--- config.mk ---
export PLATFORM = sky130hd
export DESIGN_NAME = seq_detect_mealy
export DESIGN_NICKNAME = d
export VERILOG_FILES = /design/src/rtl/seq_detect_mealy.sv
export SDC_FILE = /design/constraint.sdc
export NUM_CORES = 1
export LEC_CHECK = 0
export CORE_AREA = 4 4 41 43
export DETAILED_ROUTE_END_ITERATION = 8
export DIE_AREA = 0 0 45 47
export PLACE_DENSITY = 0.36
export REMOVE_ABC_BUFFERS = 1
export SKIP_LAST_GASP = 1
export SLEW_MARGIN = 5
export SYNTH_ARGS = -nofsm -noshare
export SYNTH_HDL_FRONTEND = slang
export SYNTH_SLANG_ARGS = --single-unit
--- constraint.sdc ---
create_clock -name clk -period 1.84 [get_ports clk]
set_input_delay 0.184 -clock clk [delete_from_list [all_inputs] [get_ports clk]]
set_output_delay 0.184 -clock clk [all_outputs]
set_load 0.01 [all_outputs]
--- src/rtl/seq_detect_mealy.sv ---
// Serial detector for the bit pattern 1101 with overlapping matches.
// Mealy output: y pulses while the completing '1' is on din.
module seq_detect_mealy (
  input  logic clk,
  input  logic rst,
  input  logic din,
  output logic y
);

  typedef enum logic [1:0] {
    S0   = 2'b00,
    S1   = 2'b01,
    S11  = 2'b10,
    S110 = 2'b11
  } state_e;

  state_e state_q;
  state_e state_d;

  always_ff @(posedge clk) begin
    if (rst) begin
      state_q <= S0;
    end else begin
      state_q <= state_d;
    end
  end

  always_comb begin
    state_d = S0;
    y       = 1'b0;
    unique case (state_q)
      S0: begin
        state_d = din ? S1 : S0;
      end
      S1: begin
        state_d = din ? S11 : S0;
      end
      S11: begin
        state_d = din ? S11 : S110;
      end
      S110: begin
        // the completing '1' seeds the next match
        state_d = din ? S1 : S0;
        y       = din & ~rst;
      end
      default: begin
        state_d = S0;
        y       = 1'b0;
      end
    endcase
  end

endmodule

==> metrics.csv, run 1 <==
stage,metric,value,unit
layout,utilization,14.9,%
synthesis,ys_warn_count,0,
pwr,switching_share,20.5,%
global_routing,antenna_found_initial,0,
clocking,clock_tree.root_cell,clkbuf_4,
floorplanning,initial_core_util,9.42,%
synthesis,avgSynthCellArea,10.2,um2
placement,portBuffers,3,
floorplanning,die_y,47,um
pwr,clock_power_share,58.8,%
synthesis,synth_seq_cells,2,
clocking,hold_buffers,0,
layout,drive_gt1_share,22.2,%
placement,place_area,171,um2
floorplanning,die_w,45,um
pwr,vdd.ir_drop.worst,0.204,mV
global_routing,grt_pass1_wl,407,um
global_routing,grt_max_degree,4,
run_status,status,finished clean,
sta,maxSlewViolCount,0,
floorplanning,die_area,2120,um2
synthesis,netlist_area,123,um2
sta,fin_crit,1.60,ns
sta,fin_setup_tns,0,ns
layout,largest_reg_flops,2,
sta,hold_viol,0,
layout,synthToLayoutAreaGrowth,58.2,%
layout,antennaDiodeCount,0,
route,routed_wl,227,um
worst_setup_path,critPathRequiredTime,1.66,ns
sta,tightest_slew,0.133,ns
synthesis,synth-seq-area-share,32.7,%
route,drt_iter0_markers,1,
layout,ff_latch_area,40.0,um2
clocking,htree_levels,1,
layout,largest_register,state_q,
floorplanning,pin_count,4,
route,vias_per_cell,2.88,
run,cap_violations,0,
global_routing,gr-total-overflow,0,
global_routing,grt_pass1_vias,117,
clocking,numClockSinks,2,
layout,final_cell_mix,"3 x ha_1, 3 x clkbuf_4, 3 x clkdlybuf4s50_1",
pwr,power.internal,0.129,mW
sta,fin_skew,0.00270,ns
hold_path,hold_class,in2reg,
floorplanning,row_count,13,
clocking,cts_setup_buffers,0,
route,dr.pass1.iters,3,
layout,reg_top3,state_q x2,
worst_setup_path,endpoint_kind,output port,
pwr,sequentialPowerShare,30.5,%
sta,fmax,0.624,GHz
layout,fill_cells,157,
layout,nets,26,
route,remaining_drc_errors,0,
global_routing,grt_usage,3.31,%
pwr,leakagePower,0.0888,nW
route,ant_nets,0,
synthesis,synth_cells,12,
worst_setup_path,cp.arrival,1.42,ns
sta,holdWs,0.556,ns
worst_setup_path,cp_max_fo,3,
layout,final_cell_area,194,um2
route,via_count,95,
placement,routabilityCongestion,0.588,
pwr,combPwrFrac,10.8,%
clocking,clk_path_buf_depth,2,
floorplanning,fp.coreArea,1300,um2
pwr,power_density,837,nW/um2
clocking,cts_resized,0,
sta,finalCritPeriodShare,87.1,%
route,wl_per_cell,6.88,um
sta,rsz0062_at_grt,no,
sta,max-slew-margin-rel,90.9,%
clocking,clkLatencyLatePin,0.22,ns
clocking,cts.clk_slew.worst_paths,0.03,ns
sta,finalSetupViolCount,0,
synthesis,synth_cell_type_count,6,
pwr,switching_power,0.0333,mW
worst_setup_path,setup.worst_path.start_class,input pin,
worst_setup_path,crit_type,in2out,
layout,multi_input_area,75.1,um2
clocking,cts_buffers,3,
clocking,cts_tree,yes,
## Yosys cell counts
library cell  count  area share, %
ha_1              3             31
inv_1             2            6.1
nor2_1            2            6.1
mux2i_1           2             16
dfxtp_1           2             33
and3b_2           1            8.2
## power by group through the flow
stage	Clock [mW]	Combinational, mW	Sequential, mW
detailed placement	0	0.0180	0.0501
global placement	0	0.0164	0.0498
floorplan	0	0.00998	0.0496
global route	0.107	0.0204	0.0501
CTS	0.104	0.0181	0.0495
finish	0.0955	0.0175	0.0495
## final timing paths
kind	from	end	slack (ns)	depth (start not counted)
hold reg to reg	state_q[1]	state_q[0]	0.66	3
setup reg to reg	state_q[0]	state_q[0]	0.86	4
hold / removal	rst	state_q[0]	0.56	2
setup / recovery	din	y	0.24	3
## layer usage
layer	GRT usage, %	routed length, um	vias up
met4	7.02	0	0
met1	2.94	83	41
met3	1.15	35	0
met2	3.95	109	4
li1	-	-	50
met5	0	0	-
## area by class of cell
type,instances,share of cell area [%]
Multi-Input combinational cell,8,38.7
Sequential cell,2,20.6
Clock buffer,3,11.6
Tap cell,15,9.68
Inverter,2,3.87
Timing Repair Buffer,3,15.5
## worst max-delay path, stage by stage
cell             delay [ns]
clkdlybuf4s50_1        0.52
and3b_2                0.19
clkdlybuf4s50_1        0.53
## cell families after synthesis
logic type,Yosys count,synth area share (%)
buffers and inverters,2,6.12
DFF,2,32.7
muxes,2,16.3
adders and majority gates,3,30.6
and+or+nand+nor,3,14.3
## metrics by stage
step / instances / setup slack [ns] / power, mW
3_5_place_dp: 30 / 0.227 / 0.0681
3_3_place_gp: 30 / 0.241 / 0.0662
5_1_grt: 33 / 0.191 / 0.177
6_report: 33 / 0.238 / 0.162
4_1_cts: 33 / 0.223 / 0.171
2_1_floorplan: 12 / 0.920 / 0.0596
No activity file was read; power rests on OpenSTA's default activity.
==> run 2, diff against run 1 <==
- SKIP_LAST_GASP: 1 -> unset
==> results of run 2 <==
Final layout, timing and power as in run 1 (identical DEF).
==> run 3, diff against run 2 <==
- CORE_AREA: 4 4 41 43 -> 2 2 39 41
- DIE_AREA: 0 0 45 47 -> 0 0 41 43
==> run 3 against run 2 <==
  * Setup slack hardly changed
  * Wire length is 3.5% higher
  * Total power is 0.91% higher
  * Global-route usage is 1.2 points higher
  * Clock-buffer cell count stayed put
  * Largest cell class unchanged
  * Largest power group unchanged
==> metrics.csv, run 3 (synthesis results as in run 1) <==
stage,metric,value,unit,change
clocking,htree_levels,1,,unchanged
worst_setup_path,critPathRequiredTime,1.66,ns,about the same
placement,portBuffers,3,,unchanged
clocking,numClockSinks,2,,unchanged
clocking,cts_resized,0,,unchanged
sta,max-slew-margin-rel,91.1,%,+0.18 points
worst_setup_path,endpoint_kind,output port,,
sta,hold_viol,0,,unchanged
sta,rsz0062_at_grt,no,,
sta,finalSetupViolCount,0,,unchanged
layout,reg_top3,state_q x2,,
pwr,switching_share,21.1,%,+0.65 points
worst_setup_path,ff2ff_path_depth,4,,unchanged
floorplanning,initial_core_util,8.86,%,-0.56 points
route,routed_wl,235,um,+3.5%
sta,fin_setup_tns,0,ns,unchanged
sta,tightest_slew,0.130,ns,-0.00264 ns
placement,routabilityCongestion,0.600,,+2.1%
floorplanning,die_y,43,um,-8.5%
sta,fmax,0.624,GHz,about the same
sta,fin_skew,0.000418,ns,-0.00228 ns
layout,fill_cells,154,,-1.9%
global_routing,gr-total-overflow,0,,unchanged
clocking,hold_buffers,0,,unchanged
run,cap_violations,0,,unchanged
pwr,leakagePower,0.0888,nW,unchanged
clocking,cts_buffers,3,,unchanged
global_routing,grt_usage,4.51,%,+1.2 points
pwr,switching_power,0.0346,mW,+4.1%
route,ant_nets,0,,unchanged
layout,nets,26,,unchanged
clocking,cts_tree,yes,,
floorplanning,die_area,1760,um2,-17%
floorplanning,row_count,14,,+1
pwr,sequentialPowerShare,30.3,%,-0.2 points
pwr,clock_power_share,59.0,%,+0.2 points
placement,dp.cells,31,,+3.3%
hold_path,holdPathStages,2,,unchanged
global_routing,grt_pass1_vias,138,,+18%
layout,ff_latch_area,40.0,um2,unchanged
pwr,vdd.ir_drop.worst,0.273,mV,+34%
pwr,power_density,840,nW/um2,+0.27%
pwr,power,0.164,mW,+0.91%
route,drt_iter0_markers,0,,-1
floorplanning,fp.coreArea,1380,um2,+6.3%
layout,final_cells,34,,+3.0%
layout,final_cell_mix,"3 x ha_1, 3 x clkbuf_4, 3 x clkdlybuf4s50_1",,
route,via_count,95,,unchanged
pwr,power.internal,0.129,mW,about the same
run_status,status,finished clean,,
floorplanning,pin_count,4,,unchanged
layout,multi_input_area,75.1,um2,unchanged
sta,maxSlewViolCount,0,,unchanged
pwr,combPwrFrac,10.8,%,about the same
global_routing,grt_max_degree,4,,unchanged
route,wl_per_cell,6.91,um,+0.48%
layout,largest_reg_flops,2,,unchanged
worst_setup_path,cp_max_fo,3,,unchanged
route,remaining_drc_errors,0,,unchanged
sta,finalCritPeriodShare,87.1,%,about the same
clocking,clock_tree.root_cell,clkbuf_4,,
hold_path,hold_class,in2reg,,
layout,antennaDiodeCount,0,,unchanged
worst_setup_path,cp.arrival,1.42,ns,about the same
layout,synthToLayoutAreaGrowth,59.2,%,
clocking,clkLatencyLatePin,0.22,ns,about the same
layout,drive_gt1_share,22.2,%,unchanged
route,vias_per_cell,2.79,,-2.9%
route,dr.pass1.iters,1,,-2
worst_setup_path,setup.worst_path.start_class,register,,
clocking,cts.clk_slew.worst_paths,0.03,ns,about the same
layout,largest_register,state_q,,
clocking,cts_setup_buffers,0,,unchanged
floorplanning,die_w,41,um,-8.9%
global_routing,antenna_found_initial,0,,unchanged
clocking,clk_path_buf_depth,2,,unchanged
sta,fin_crit,1.60,ns,-0.000348 ns
global_routing,grt_pass1_wl,455,um,+12%
worst_setup_path,crit_type,reg2out,,
## run 3: cell counts in the layout (fill, tap and decap cells not counted)
Identical to the previous run, type by type.
## run 3: final timing paths
path | start | end | slack [ns]
worst max-delay path | state_q[0] | y | 0.24
worst min-delay path | rst | state_q[0] | 0.55
worst max register to register | state_q[0] | state_q[0] | 0.85
worst min register to register | state_q[1] | state_q[0] | 0.66
## run 3: final cells by class
cell class | instances | area share [%]
multi-input cells | 8 | 38.5
flip-flops and latches | 2 | 20.5
repair buffers | 3 | 15.4
clock buffers | 3 | 11.5
well taps | 16 | 10.3
inverters | 2 | 3.85
## run 3: metrics by stage
stage	cell area, um2	util (%)	hold slack, ns	setup WS, ns
3_3_place_gp	173	12.5	0.623	0.242
5_1_grt	195	14.1	0.601	0.137
2_1_floorplan	123	-	0.256	0.920
4_1_cts	195	14.1	0.550	0.215
3_5_place_dp	173	12.5	0.659	0.235
6_report	195	14.1	0.551	0.238
## run 3: critical path, cell delays in order, from the launching register on
cell             delay, ns
dfxtp_1               0.35
ha_1                  0.15
and3b_2               0.17
clkdlybuf4s50_1       0.52
## run 3: power by group through the flow
stage	combinational (mW)	sequential [mW]	clock (mW)
final	0.0176	0.0496	0.0966
after global routing	0.0202	0.0500	0.105
after CTS	0.0182	0.0496	0.105
after detailed placement	0.0179	0.0502	0
after global placement	0.0163	0.0498	0
after floorplan	0.00998	0.0496	0
## run 3: per-layer routing
layer	up-vias	part of all wire, %	global-route usage [%]
li1	51	-	-
met1	40	41	3.19
met2	4	49	6.25
met3	0	9.4	1.57
met4	0	0	8.00
met5	-	0	0
